$ cat src/rtl/div_unit.sv
// Multi-cycle radix-2 restoring divider for MIPS DIV/DIVU.
// One quotient bit per clock; result = {remainder, quotient}, with a sign fix-up at the end.
module div_unit #(
    parameter int unsigned WIDTH = 32,
    parameter int unsigned CNT_W = 6
) (
    input  logic                 clk,
    input  logic                 rst,
    input  logic                 start,
    input  logic                 signed_div,
    input  logic                 annul,
    input  logic [WIDTH-1:0]     a,
    input  logic [WIDTH-1:0]     b,
    output logic                 div_ready,
    output logic                 busy,
    output logic [2*WIDTH-1:0]   result
);

    typedef enum logic [1:0] {
        S_IDLE = 2'd0,
        S_BUSY = 2'd1,
        S_FIX  = 2'd2,
        S_DONE = 2'd3
    } state_t;

    localparam int unsigned LAST_STEP = WIDTH - 1;

    state_t             r_state, w_state_nxt;
    logic [CNT_W-1:0]   r_cnt, w_cnt_nxt;
    logic               r_sdiv, w_sdiv_nxt;
    logic               r_sa, w_sa_nxt;
    logic               r_sb, w_sb_nxt;
    logic [WIDTH-1:0]   r_dvd, w_dvd_nxt;
    logic [WIDTH-1:0]   r_dvs, w_dvs_nxt;
    logic [WIDTH-1:0]   r_rem, w_rem_nxt;
    logic               w_busy_nxt;
    logic               w_ready_nxt;
    logic [2*WIDTH-1:0] w_result_nxt;

    logic [WIDTH-1:0]   w_abs_a, w_abs_b;
    logic [WIDTH:0]     w_rem_sh;
    logic [WIDTH-1:0]   w_diff;
    logic               w_ge;
    logic [WIDTH-1:0]   w_q_fix, w_r_fix;

    // Partial remainder is shifted into WIDTH+1 bits so large unsigned divisors stay exact.
    assign w_abs_a  = (signed_div && a[WIDTH-1]) ? -a : a;
    assign w_abs_b  = (signed_div && b[WIDTH-1]) ? -b : b;
    assign w_rem_sh = {r_rem, r_dvd[WIDTH-1]};
    assign w_ge     = (w_rem_sh >= {1'b0, r_dvs});
    assign w_diff   = w_rem_sh[WIDTH-1:0] - r_dvs;

    // A zero divisor leaves the raw dividend in r_dvd, which becomes the remainder.
    always_comb begin
        w_q_fix = r_dvd;
        w_r_fix = r_rem;
        if (r_dvs == '0) begin
            w_q_fix = '1;
            w_r_fix = r_dvd;
        end else if (r_sdiv) begin
            if (r_sa ^ r_sb) w_q_fix = -r_dvd;
            if (r_sa)        w_r_fix = -r_rem;
        end
    end

    always_comb begin
        w_state_nxt  = r_state;
        w_cnt_nxt    = r_cnt;
        w_sdiv_nxt   = r_sdiv;
        w_sa_nxt     = r_sa;
        w_sb_nxt     = r_sb;
        w_dvd_nxt    = r_dvd;
        w_dvs_nxt    = r_dvs;
        w_rem_nxt    = r_rem;
        w_busy_nxt   = 1'b0;
        w_ready_nxt  = 1'b0;
        w_result_nxt = result;
        case (r_state)
            S_IDLE: begin
                if (start && !annul) begin
                    w_sdiv_nxt  = signed_div;
                    w_sa_nxt    = a[WIDTH-1];
                    w_sb_nxt    = b[WIDTH-1];
                    w_dvd_nxt   = (b == '0) ? a : w_abs_a;
                    w_dvs_nxt   = w_abs_b;
                    w_rem_nxt   = '0;
                    w_cnt_nxt   = '0;
                    w_busy_nxt  = 1'b1;
                    w_state_nxt = (b == '0) ? S_FIX : S_BUSY;
                end
            end
            S_BUSY: begin
                if (annul) begin
                    w_state_nxt = S_IDLE;
                end else begin
                    w_rem_nxt   = w_ge ? w_diff : w_rem_sh[WIDTH-1:0];
                    w_dvd_nxt   = {r_dvd[WIDTH-2:0], w_ge};
                    w_cnt_nxt   = r_cnt + CNT_W'(1);
                    w_busy_nxt  = 1'b1;
                    if (r_cnt == CNT_W'(LAST_STEP)) w_state_nxt = S_FIX;
                end
            end
            S_FIX: begin
                if (annul) begin
                    w_state_nxt = S_IDLE;
                end else begin
                    w_result_nxt = {w_r_fix, w_q_fix};
                    w_ready_nxt  = 1'b1;
                    w_state_nxt  = S_DONE;
                end
            end
            S_DONE: begin
                w_state_nxt = S_IDLE;
            end
            default: begin
                w_state_nxt = S_IDLE;
            end
        endcase
    end

    always_ff @(posedge clk or negedge rst) begin
        if (!rst) begin
            r_state   <= S_IDLE;
            r_cnt     <= '0;
            r_sdiv    <= 1'b0;
            r_sa      <= 1'b0;
            r_sb      <= 1'b0;
            r_dvd     <= '0;
            r_dvs     <= '0;
            r_rem     <= '0;
            busy      <= 1'b0;
            div_ready <= 1'b0;
            result    <= '0;
        end else begin
            r_state   <= w_state_nxt;
            r_cnt     <= w_cnt_nxt;
            r_sdiv    <= w_sdiv_nxt;
            r_sa      <= w_sa_nxt;
            r_sb      <= w_sb_nxt;
            r_dvd     <= w_dvd_nxt;
            r_dvs     <= w_dvs_nxt;
            r_rem     <= w_rem_nxt;
            busy      <= w_busy_nxt;
            div_ready <= w_ready_nxt;
            result    <= w_result_nxt;
        end
    end

endmodule

$ cat config.mk
export PLATFORM = sky130hd
export DESIGN_NAME = div_unit
export DESIGN_NICKNAME = d
export VERILOG_FILES = /design/src/rtl/div_unit.sv
export SDC_FILE = /design/constraint.sdc
export NUM_CORES = 1
export LEC_CHECK = 0
export ABC_AREA = 1
export CAP_MARGIN = 20
export CORE_MARGIN = 10
export CORE_UTILIZATION = 30
export DETAILED_ROUTE_END_ITERATION = 10
export HOLD_SLACK_MARGIN = 0.02
export PLACE_DENSITY = 0.5
export SKIP_CTS_REPAIR_TIMING = 1
export SLEW_MARGIN = 10
export SYNTH_ARGS = -nofsm -noshare
export SYNTH_HDL_FRONTEND = slang
export SYNTH_SLANG_ARGS = --single-unit
$ cat constraint.sdc
create_clock -name clk -period 3.2 [get_ports clk]
set_clock_uncertainty 0.1 [all_clocks]
set_input_delay 0.64 -clock clk [delete_from_list [all_inputs] [get_ports clk]]
set_output_delay 0.64 -clock clk [all_outputs]
set_load 0.005 [all_outputs]
==> results of run 1 <==
[cells in the final DEF (no fill, tap or decap), types with 5 or more instances in the layout]
cell / Yosys / final
sky130_fd_sc_hd__buf_4: 3 / 30
sky130_fd_sc_hd__nor2_4: 7 / 7
sky130_fd_sc_hd__o21a_1: 9 / 9
sky130_fd_sc_hd__nor2_1: 157 / 156
sky130_fd_sc_hd__nand4_1: 27 / 27
sky130_fd_sc_hd__o21ai_0: 110 / 110
sky130_fd_sc_hd__dfrtp_1: 173 / 173
sky130_fd_sc_hd__nand3b_1: 18 / 18
sky130_fd_sc_hd__or2_2: 12 / 12
sky130_fd_sc_hd__nand2_2: 10 / 10
sky130_fd_sc_hd__inv_1: 281 / 281
sky130_fd_sc_hd__xnor2_1: 19 / 19
sky130_fd_sc_hd__inv_2: 25 / 25
sky130_fd_sc_hd__xor2_1: 34 / 34
sky130_fd_sc_hd__nand3_1: 251 / 251
sky130_fd_sc_hd__buf_12: 0 / 5
sky130_fd_sc_hd__nor4_1: 5 / 5
sky130_fd_sc_hd__nand3_2: 5 / 5
sky130_fd_sc_hd__clkbuf_16: 0 / 17
sky130_fd_sc_hd__o31ai_1: 7 / 7
sky130_fd_sc_hd__clkdlybuf4s50_1: 0 / 133
sky130_fd_sc_hd__nor2_2: 15 / 16
sky130_fd_sc_hd__inv_6: 0 / 5
sky130_fd_sc_hd__ha_1: 37 / 37
sky130_fd_sc_hd__nor3_1: 34 / 34
sky130_fd_sc_hd__a21oi_1: 85 / 85
sky130_fd_sc_hd__nand2_1: 757 / 757
sky130_fd_sc_hd__a2bb2oi_1: 7 / 7
sky130_fd_sc_hd__o21ai_1: 21 / 21
[flip-flops by register name (all words and copies together) (netlist names)]
register,flops
result,64
r_dvd,32
r_sdiv,1
r_sb,1
r_sa,1
r_dvs,32
r_rem,32
r_state,2
div_ready,1
busy,1
r_cnt,6
[layer usage]
metal,track usage,up-vias
li1,-,7256
met1,0.2534,6639
met2,0.3047,344
met3,0.03404,48
met4,0.04522,0
met5,0,-
[cells by family (layout without fill, tap and decap cells)]
logic type,count (synthesis),count (layout),synth area share
AND/OR/NAND/NOR,1313,1313,0.4100
XOR/XNOR,53,53,0.03344
adder cells (fa/ha/maj),38,38,0.03480
buffers and inverters,377,509,0.1102
flip-flops,173,173,0.3119
AO/OA/AOI/OAI,252,252,0.09970
[report_power, final]
part           internal (mW)  switching [mW]
combinational           4.03            7.40
clock                   1.11            1.00
sequential              3.18            1.03
total                   8.33            9.44
[worst min-delay path by stage]
stage	start	end	slack, ns	depth (start not counted)
5_1_grt	rst	result[43]	0.09	1
2_1_floorplan	rst	busy	0.24	0
3_3_place_gp	result[5]	result[5]	0.37	2
6_report	rst	result[43]	0.05	1
3_5_place_dp	result[43]	result[43]	0.37	2
4_1_cts	rst	result[43]	0.07	1
[final cells by class]
class	instances	area (sq um)	area share
multi-input cells	1656	8036	0.4867
flip-flops and latches	173	4329	0.2622
repair buffers	169	1668	0.1010
inverters	308	1156	0.07001
well taps	600	750.7	0.04546
clock buffers	19	442.9	0.02682
clock inverters	13	130.1	0.007880
==> impl_metrics.tcl, run 1 <==
set metrics [dict create \
    status "completed" \
    synth_warnings 0 \
    clock_tree.root_cell "sky130_fd_sc_hd__clkbuf_16" \
    rr_worst_depth 12 \
    placed_cell_area_sq_mm 0.01594 \
    rr_endpoint "r_rem[25]" \
    cellLeakagePower_nw 8.404 \
    worstPathMaxFanout 32 \
    met3_wirelength_microns 2508 \
    drc 0 \
    required_ns 3.45 \
    grt_first_pass_wirelength_microns 82440 \
    cts_buffers 17 \
    drv_slew 0 \
    antenna_found_initial 0 \
    fmax_mhz 369.9 \
    synthesis.area_sq_mm 0.01388 \
    synth_net_count 2313 \
    worst_r2r_startpoint "r_rem[10]" \
    core_area_sq_mm 0.04558 \
    first_pass_detailed_route_iteration_total 5 \
    crit_family "simple AND/OR/NAND/NOR gates" \
    worstSetupPathDepth 12 \
    share_of_layout_cells_above_drive_strength_1 0.06544 \
    route.final.wire_length_microns 53010 \
    worst_pin_slew_ns 1.082 \
    stdcell_area_sq_mm 0.01651 \
    drt-wirelength-per-cell_microns 18.04 \
    netlist_top_cells_count "757 x sky130_fd_sc_hd__nand2_1, 281 x sky130_fd_sc_hd__inv_1, 251 x sky130_fd_sc_hd__nand3_1, 173 x sky130_fd_sc_hd__dfrtp_1, 157 x sky130_fd_sc_hd__nor2_1" \
    tritoncts_clock_tree "built" \
    grt_setup_unrepaired "false" \
    power_mw 17.77 \
    minimum_setup_slack_after_placement_ns 0.3258 \
    fin_util 0.3623 \
    worstPathCellList "ha_1 > nand2_1 > nor2_1 > nand2_1 > inv_1 > nand2_2 > nand2_2 > nand2_4 > nand2_8 > nand3_1 > nand2_1 > nand2_1" \
    ant_nets 0 \
    synthToLayoutAreaGrowth_pct 18.98 \
    fin_crit_share 0.8447 \
    via_to_cell_ratio 4.863 \
    placementRows 78 \
    r2r_setup_slk_ns 0.50 \
    seq_area_frac_synth 0.3119 \
    clock_latency_ns 0.46 \
    critical_path.max_stage_delay_ns 0.47 \
    drtIter0Drc 1135 \
    fillCellCount 5037 \
    floorplan.die_area_sq_mm 0.05527 \
    htree_num_levels 4 \
    report.final.setup_viol 0 \
    grt_pass1_vias 13736 \
    synth_seq_cells 173 \
    setup.worst_path.end "r_rem[25]" \
    start_util 0.3045 \
    detail_route.wirelength.met1_microns 25220 \
    synth_flop_cell "sky130_fd_sc_hd__dfrtp_1" \
    synthCells 2206 \
    num_io_pins 135 \
    non_filler_instances 2938 \
    dpl.hpwl_microns 43090 \
    postSynthAreaPerCell_sq_um 6.292 \
    finalSetupTns_ns 0 \
    worst_hold_slack_ns 0.05464 \
    fin_ws_ns 0.4968 \
    nNetsFinal 2432 \
    number_of_enable_flip_flop_cells_after_synthesis 0 \
    synthArstFlopShare 1.000 \
    port-buffer-count 134 \
    cts_max_path_bufs 2 \
    worstSetupStartpoint "r_rem[10]" \
    yosys.cell_count.top_type "sky130_fd_sc_hd__nand2_1" \
    clk_pin_slew_worst_setup_hold_paths_ns 0.07 \
    die_width_microns 235.1 \
    worst-path-buf-inv 1 \
    grt_max_degree 61 \
    max-cap-violations 0 \
    power_density_mw_per_mm2 1076 \
    grtUsageTotal 0.1881 \
    timing.critical_path.from_type "flop" \
    slew_headroom 0.2725 \
    post-route-min-period_ns 2.703 \
    critPathMostFrequentCell "sky130_fd_sc_hd__nand2_1" \
    routed-via-count 14287 \
    cts.sink_count 173 \
    global_route.overflow_total 0 \
    worst_ir_drop_vdd_mv 0.4695 \
    chipHeight_microns 235.1 \
    holdCritPathClass "in2async" \
    route.met2.wl_microns 24310 \
    data_arrival_critical_path_ns 2.95 \
    diodes 0 \
    synthDominantCellAreaShare 0.3119 \
    gpl.final_weighted_congestion 0.9241 \
    highest-signal-layer "met4" \
    synth_cell_types 46 \
    final_hold_viol_count 0 \
    synth_largest_area_cell "sky130_fd_sc_hd__dfrtp_1" \
    timing.critical_path.to_type "flop" \
    synth_top_cells_by_area "sky130_fd_sc_hd__dfrtp_1 31%, sky130_fd_sc_hd__nand2_1 20%, sky130_fd_sc_hd__nand3_1 9.1%" \
    post-place-cells 2906 \
    critPathKind "reg2reg" \
    cp_slowest_cell "sky130_fd_sc_hd__dfrtp_1" \
]
Power figures use the tool's default switching activity.
==> run 2, diff against run 1 <==
==> constraint.sdc (replaced) <==
create_clock -name clk -period 2.57 [get_ports clk]
set_clock_uncertainty 0.1 [all_clocks]
set_input_delay 0.514 -clock clk [delete_from_list [all_inputs] [get_ports clk]]
set_output_delay 0.514 -clock clk [all_outputs]
set_load 0.005 [all_outputs]
==> run 2 against run 1 <==
Effect of this change: highest routed layer unchanged; sequential power grew 22%; clock power grew 23%; routed wire length grew 3.7%; largest power group unchanged; flip-flop and latch count is the same; register-to-register slack lost 0.36 ns; clock-buffer cell count grew 1; core utilization grew 3.2 points; critical path type unchanged.
==> impl_metrics.tcl, run 2 (synthesis results as in run 1) <==
set metrics [dict create \
    status "completed" \
    clock_latency_ns 0.45 \
    gpl.final_weighted_congestion 0.9432 \
    worst_pin_slew_ns 1.065 \
    drt-wirelength-per-cell_microns 17.70 \
    routed-via-count 15004 \
    diodes 0 \
    dpl.hpwl_microns 45050 \
    worst_hold_slack_ns 0.3627 \
    cp_slowest_cell "sky130_fd_sc_hd__fa_1" \
    grt_first_pass_wirelength_microns 84480 \
    tritoncts_clock_tree "built" \
    grt_max_degree 61 \
    required_ns 2.81 \
    worstPathMaxFanout 4 \
    finalSetupTns_ns 0 \
    cts_max_path_bufs 2 \
    slew_headroom 0.2837 \
    drv_slew 0 \
    worst-path-buf-inv 2 \
    crit_family "simple AND/OR/NAND/NOR gates" \
    synthToLayoutAreaGrowth_pct 29.51 \
    chipHeight_microns 235.1 \
    data_arrival_critical_path_ns 2.67 \
    critical_path.max_stage_delay_ns 0.42 \
    die_width_microns 235.1 \
    largest-register "result" \
    max-cap-violations 0 \
    timing.critical_path.to_type "flop" \
    nNetsFinal 2601 \
    mostFrequentLayoutCell "sky130_fd_sc_hd__nand2_1" \
    cts_buffers 17 \
    global_route.overflow_total 0 \
    route.final.wire_length_microns 55000 \
    core_area_sq_mm 0.04558 \
    met1_demand_to_capacity_share_in_global_routing 0.2532 \
    via_to_cell_ratio 4.829 \
    cellLeakagePower_nw 9.248 \
    critPathMostFrequentCell "sky130_fd_sc_hd__nand2_1" \
    timing.critical_path.from_type "flop" \
    start_util 0.3045 \
    antenna_found_initial 0 \
    floorplan.die_area_sq_mm 0.05527 \
    largest_register_ffs 64 \
    fmax_mhz 410.7 \
    num_io_pins 135 \
    grt_pass1_vias 14369 \
    report.final.setup_viol 0 \
    drc 0 \
    cts.sink_count 173 \
    grtUsageTotal 0.1919 \
    worstPathCellList "inv_2 > ha_1 > inv_1 > fa_1 > nand3_1 > nand3_1 > nand2_1 > nand2_1 > nand2_1 > nand2_1 > nand2_1 > nand3_1 > nand2_1 > nand2_1" \
    ant_nets 0 \
    minimum_setup_slack_after_placement_ns -0.3798 \
    holdCritPathClass "in2async" \
    layout.cells.most_common_list "755 x sky130_fd_sc_hd__nand2_1, 273 x sky130_fd_sc_hd__inv_1, 250 x sky130_fd_sc_hd__nand3_1, 185 x sky130_fd_sc_hd__buf_4, 173 x sky130_fd_sc_hd__dfrtp_1" \
    post-route-min-period_ns 2.435 \
    fin_util 0.3944 \
    grt_setup_unrepaired "true" \
    groute.layer.met2.usage 0.3258 \
    first_pass_detailed_route_iteration_total 6 \
    htree_num_levels 4 \
    share_of_layout_cells_above_drive_strength_1 0.1368 \
    port-buffer-count 134 \
    fin_ws_ns 0.1354 \
    power_mw 23.83 \
    clock_tree.root_cell "sky130_fd_sc_hd__clkbuf_16" \
    worst_ir_drop_vdd_mv 0.6287 \
    grt.busiest_layer "met2" \
    globalRouteMet3Util 0.02879 \
    power_density_mw_per_mm2 1326 \
    final_hold_viol_count 0 \
    placementRows 78 \
    drtIter0Drc 1097 \
    clk_pin_slew_worst_setup_hold_paths_ns 0.07 \
    fin_crit_share 0.9473 \
    critPathKind "reg2reg" \
]
run 2: cell types whose count changed in the layout (fill, tap and decap cells not counted), sizes merged:
cell         delta
buf           +166
clkinvlp        +2
clkinv          +1
dlygate4sd3     +1
clkbuf          +1
nor2            +1
inv             -4
nand2           +1
run 2: metal layers:
layer	part of all wire	up-vias
met5	0	-
met2	0.48	360
met1	0.46	7021
met4	0.014	0
li1	-	7584
met3	0.045	39
run 2: metrics by stage:
| stage | instance area, sq um | instances |
|---|---|---|
| 2_1_floorplan | 13880 | 2206 |
| 3_3_place_gp | 17290 | 3072 |
| 3_5_place_dp | 17290 | 3072 |
| 4_1_cts | 17850 | 3104 |
| 5_1_grt | 17980 | 3107 |
| 6_report | 17980 | 3107 |
run 2: final timing paths:
check | start | to | slack [ns] | cells after the start
setup / recovery | r_dvd[31] | r_rem[30] | 0.14 | 14
hold / removal | rst | result[49] | 0.36 | 2
setup reg to reg | r_dvd[31] | r_rem[30] | 0.14 | 14
hold reg to reg | result[58] | result[58] | 0.38 | 2
max in group asynchronous | rst | r_dvs[26] | 1.42 | 3
min in group clk | result[58] | result[58] | 0.38 | 2
run 2: power breakdown:
part           internal, mW  switching [mW]
clock                  1.37            1.22
sequential             3.97            1.15
combinational          6.41            9.71
total                  11.7            12.1
run 2: layout make-up:
class / count / area (sq um)
Inverter: 308 / 1159
Multi-Input combinational cell: 1658 / 8137
Sequential cell: 173 / 4329
Clock buffer: 20 / 446.7
Timing Repair Buffer: 336 / 3039
Fill cell: 4954 / 27600
Tap cell: 600 / 750.7
Clock inverter: 12 / 115.1
==> run 3, diff against run 2 <==
--- a/config.mk
+++ b/config.mk
@@ -9,9 +9,12 @@
 export CAP_MARGIN = 20
 export CORE_MARGIN = 10
 export CORE_UTILIZATION = 30
+export CTS_CLUSTER_DIAMETER = 30
 export DETAILED_ROUTE_END_ITERATION = 10
 export HOLD_SLACK_MARGIN = 0.02
+export MAX_ROUTING_LAYER = met4
 export PLACE_DENSITY = 0.5
+export SETUP_SLACK_MARGIN = 0.02
 export SKIP_CTS_REPAIR_TIMING = 1
 export SLEW_MARGIN = 10
 export SYNTH_ARGS = -nofsm -noshare
==> run 3 against run 2 <==
Effect of this change: routed wire length increased by 2.6%; die area is the same; design area rose by 2.9%; power up 6.0%; setup slack lost 0.011 ns; non-clock buffer count grew 42; combinational power grew 9%; largest cell class unchanged; largest power group unchanged.
==> impl_metrics.tcl, run 3 (synthesis results as in run 1) <==
set metrics [dict create \
    share_of_layout_cells_above_drive_strength_1 0.1614 \
    drtIter0Drc 1005 \
    clk_pin_slew_worst_setup_hold_paths_ns 0.07 \
    critical_path.max_stage_delay_ns 0.38 \
    final_hold_viol_count 0 \
    grt_max_degree 65 \
    drc 0 \
    worst-path-buf-inv 3 \
    ant_nets 0 \
    worst_hold_slack_ns 0.3801 \
    die_width_microns 235.1 \
    post-route-min-period_ns 2.445 \
    placementRows 78 \
    report.final.setup_viol 0 \
    largest-register "result" \
    worstPathMaxFanout 8 \
    start_util 0.3045 \
    port-buffer-count 134 \
    gpl.final_weighted_congestion 0.9282 \
    layout.cells.most_common_list "749 x sky130_fd_sc_hd__nand2_1, 277 x sky130_fd_sc_hd__inv_1, 247 x sky130_fd_sc_hd__nand3_1, 226 x sky130_fd_sc_hd__buf_4, 172 x sky130_fd_sc_hd__dfrtp_1" \
    core_area_sq_mm 0.04558 \
    cts.sink_count 173 \
    largest_register_ffs 64 \
    worstPathCellList "inv_1 > buf_12 > ha_2 > nand2_1 > nand2_2 > nand2_1 > nand2_1 > a21oi_2 > nor2_4 > nor2_8 > nand2_8 > buf_4 > nand2_1 > nand3_1 > o21ai_1" \
    grt_first_pass_wirelength_microns 86920 \
    r2r_setup_slk_ns 0.12 \
    fillCellCount 4878 \
    critPathMostFrequentCell "sky130_fd_sc_hd__nand2_1" \
    floorplan.die_area_sq_mm 0.05527 \
    fin_crit_share 0.9514 \
    routed-via-count 15011 \
    minimum_setup_slack_after_placement_ns -0.4120 \
    antenna_found_initial 1 \
    chipHeight_microns 235.1 \
    non_filler_instances 3147 \
    multi_input_comb_area_sq_mm 0.008305 \
    timing.critical_path.to_type "flop" \
    grt_setup_unrepaired "false" \
    holdCritPathClass "reg2reg" \
    global_route.overflow_total 0 \
    mostFrequentLayoutCell "sky130_fd_sc_hd__nand2_1" \
    nNetsFinal 2642 \
    max-cap-violations 0 \
    tritoncts_clock_tree "built" \
    grt_pass1_vias 14588 \
    clock_tree.root_cell "sky130_fd_sc_hd__clkbuf_16" \
    required_ns 2.87 \
    timing.critical_path.from_type "flop" \
    post-place-cells 3114 \
    drt-wirelength-per-cell_microns 17.94 \
    dpl.hpwl_microns 46730 \
    drv_slew 0 \
    cts_max_path_bufs 2 \
    clock_latency_ns 0.48 \
    via_to_cell_ratio 4.770 \
    cp_slowest_cell "sky130_fd_sc_hd__dfrtp_1" \
    power_density_mw_per_mm2 1366 \
    cellLeakagePower_nw 9.473 \
    slew_headroom 0.2844 \
    num_io_pins 135 \
    fin_ws_ns 0.1248 \
    worst_pin_slew_ns 1.064 \
    sequential_cell_area_sq_mm 0.004330 \
    worst_ir_drop_vdd_mv 0.6109 \
    status "completed" \
    route.final.wire_length_microns 56450 \
    grtUsageTotal 0.2051 \
    cts_buffers 17 \
    synthToLayoutAreaGrowth_pct 33.25 \
    data_arrival_critical_path_ns 2.74 \
    htree_num_levels 4 \
    fmax_mhz 409.0 \
    crit_family "simple AND/OR/NAND/NOR gates" \
    first_pass_detailed_route_iteration_total 6 \
    critPathKind "reg2reg" \
]
## run 3: changes by cell type in the layout (fill, tap and decap cells not counted), moves of 3 or more
cell | previous run | this run
sky130_fd_sc_hd__inv_2 | 32 | 29
sky130_fd_sc_hd__ha_2 | 3 | 6
sky130_fd_sc_hd__nor2_1 | 153 | 147
sky130_fd_sc_hd__nor2_2 | 19 | 24
sky130_fd_sc_hd__buf_4 | 185 | 226
sky130_fd_sc_hd__nand2_2 | 12 | 18
sky130_fd_sc_hd__inv_6 | 1 | 4
sky130_fd_sc_hd__nand3_1 | 250 | 247
sky130_fd_sc_hd__nand2_1 | 755 | 749
sky130_fd_sc_hd__ha_4 | 3 | 12
sky130_fd_sc_hd__nand3_2 | 6 | 9
sky130_fd_sc_hd__inv_1 | 273 | 277
sky130_fd_sc_hd__ha_1 | 31 | 19
## run 3: through the flow
stage               power (mW)  cell area, sq um  utilization  setup TNS (ns)
floorplan                14.21             13880            -               0
global placement         21.90             17600       0.3862          -8.104
detailed placement       21.92             17600       0.3862          -9.460
CTS                      24.72             18190       0.3991         -0.1822
global route             27.54             18500       0.4058               0
finish                   25.27             18500       0.4058               0
## run 3: worst paths after layout
path | end | depth (start not counted) | from
setup / recovery | r_rem[7] | 15 | r_dvs[18]
hold / removal | result[45] | 2 | result[45]
setup reg to reg | r_rem[7] | 15 | r_dvs[18]
hold reg to reg | result[45] | 2 | result[45]
max in group asynchronous | r_dvd[9] | 3 | rst
min in group asynchronous | result[47] | 2 | rst
## run 3: worst register-to-register path: cells and delay by family (launching register included)
family,cells,cell delay (ns)
compound gates,2,0.30
fa+ha+maj,1,0.31
buf+inv,3,0.38
flops,1,0.38
simple gates,9,0.90
## run 3: layout make-up
class	count	area share
diodes	1	0.0001353
well taps	600	0.04059
clock inverters	11	0.007239
repair buffers	378	0.1818
inverters	308	0.06251
multi-input cells	1657	0.4491
flip-flops and latches	173	0.2341
clock buffers	19	0.02449
## run 3: where the power goes
part / internal (mW) / leakage (nW) / switching [mW]
clock network: 1.49 / 0.287 / 1.23
logic: 7.26 / 7.02 / 10.2
registers: 3.97 / 2.16 / 1.12
total: 12.7 / 9.47 / 12.6
## run 3: routing by layer
metal  GRT usage  wire [microns]  up-vias
met1      0.2706           26730     6960
li1            -               -     7668
met3     0.02763            2564       35
met4     0.03509             762        0
met5           -               0        -
met2      0.3330           26390      348
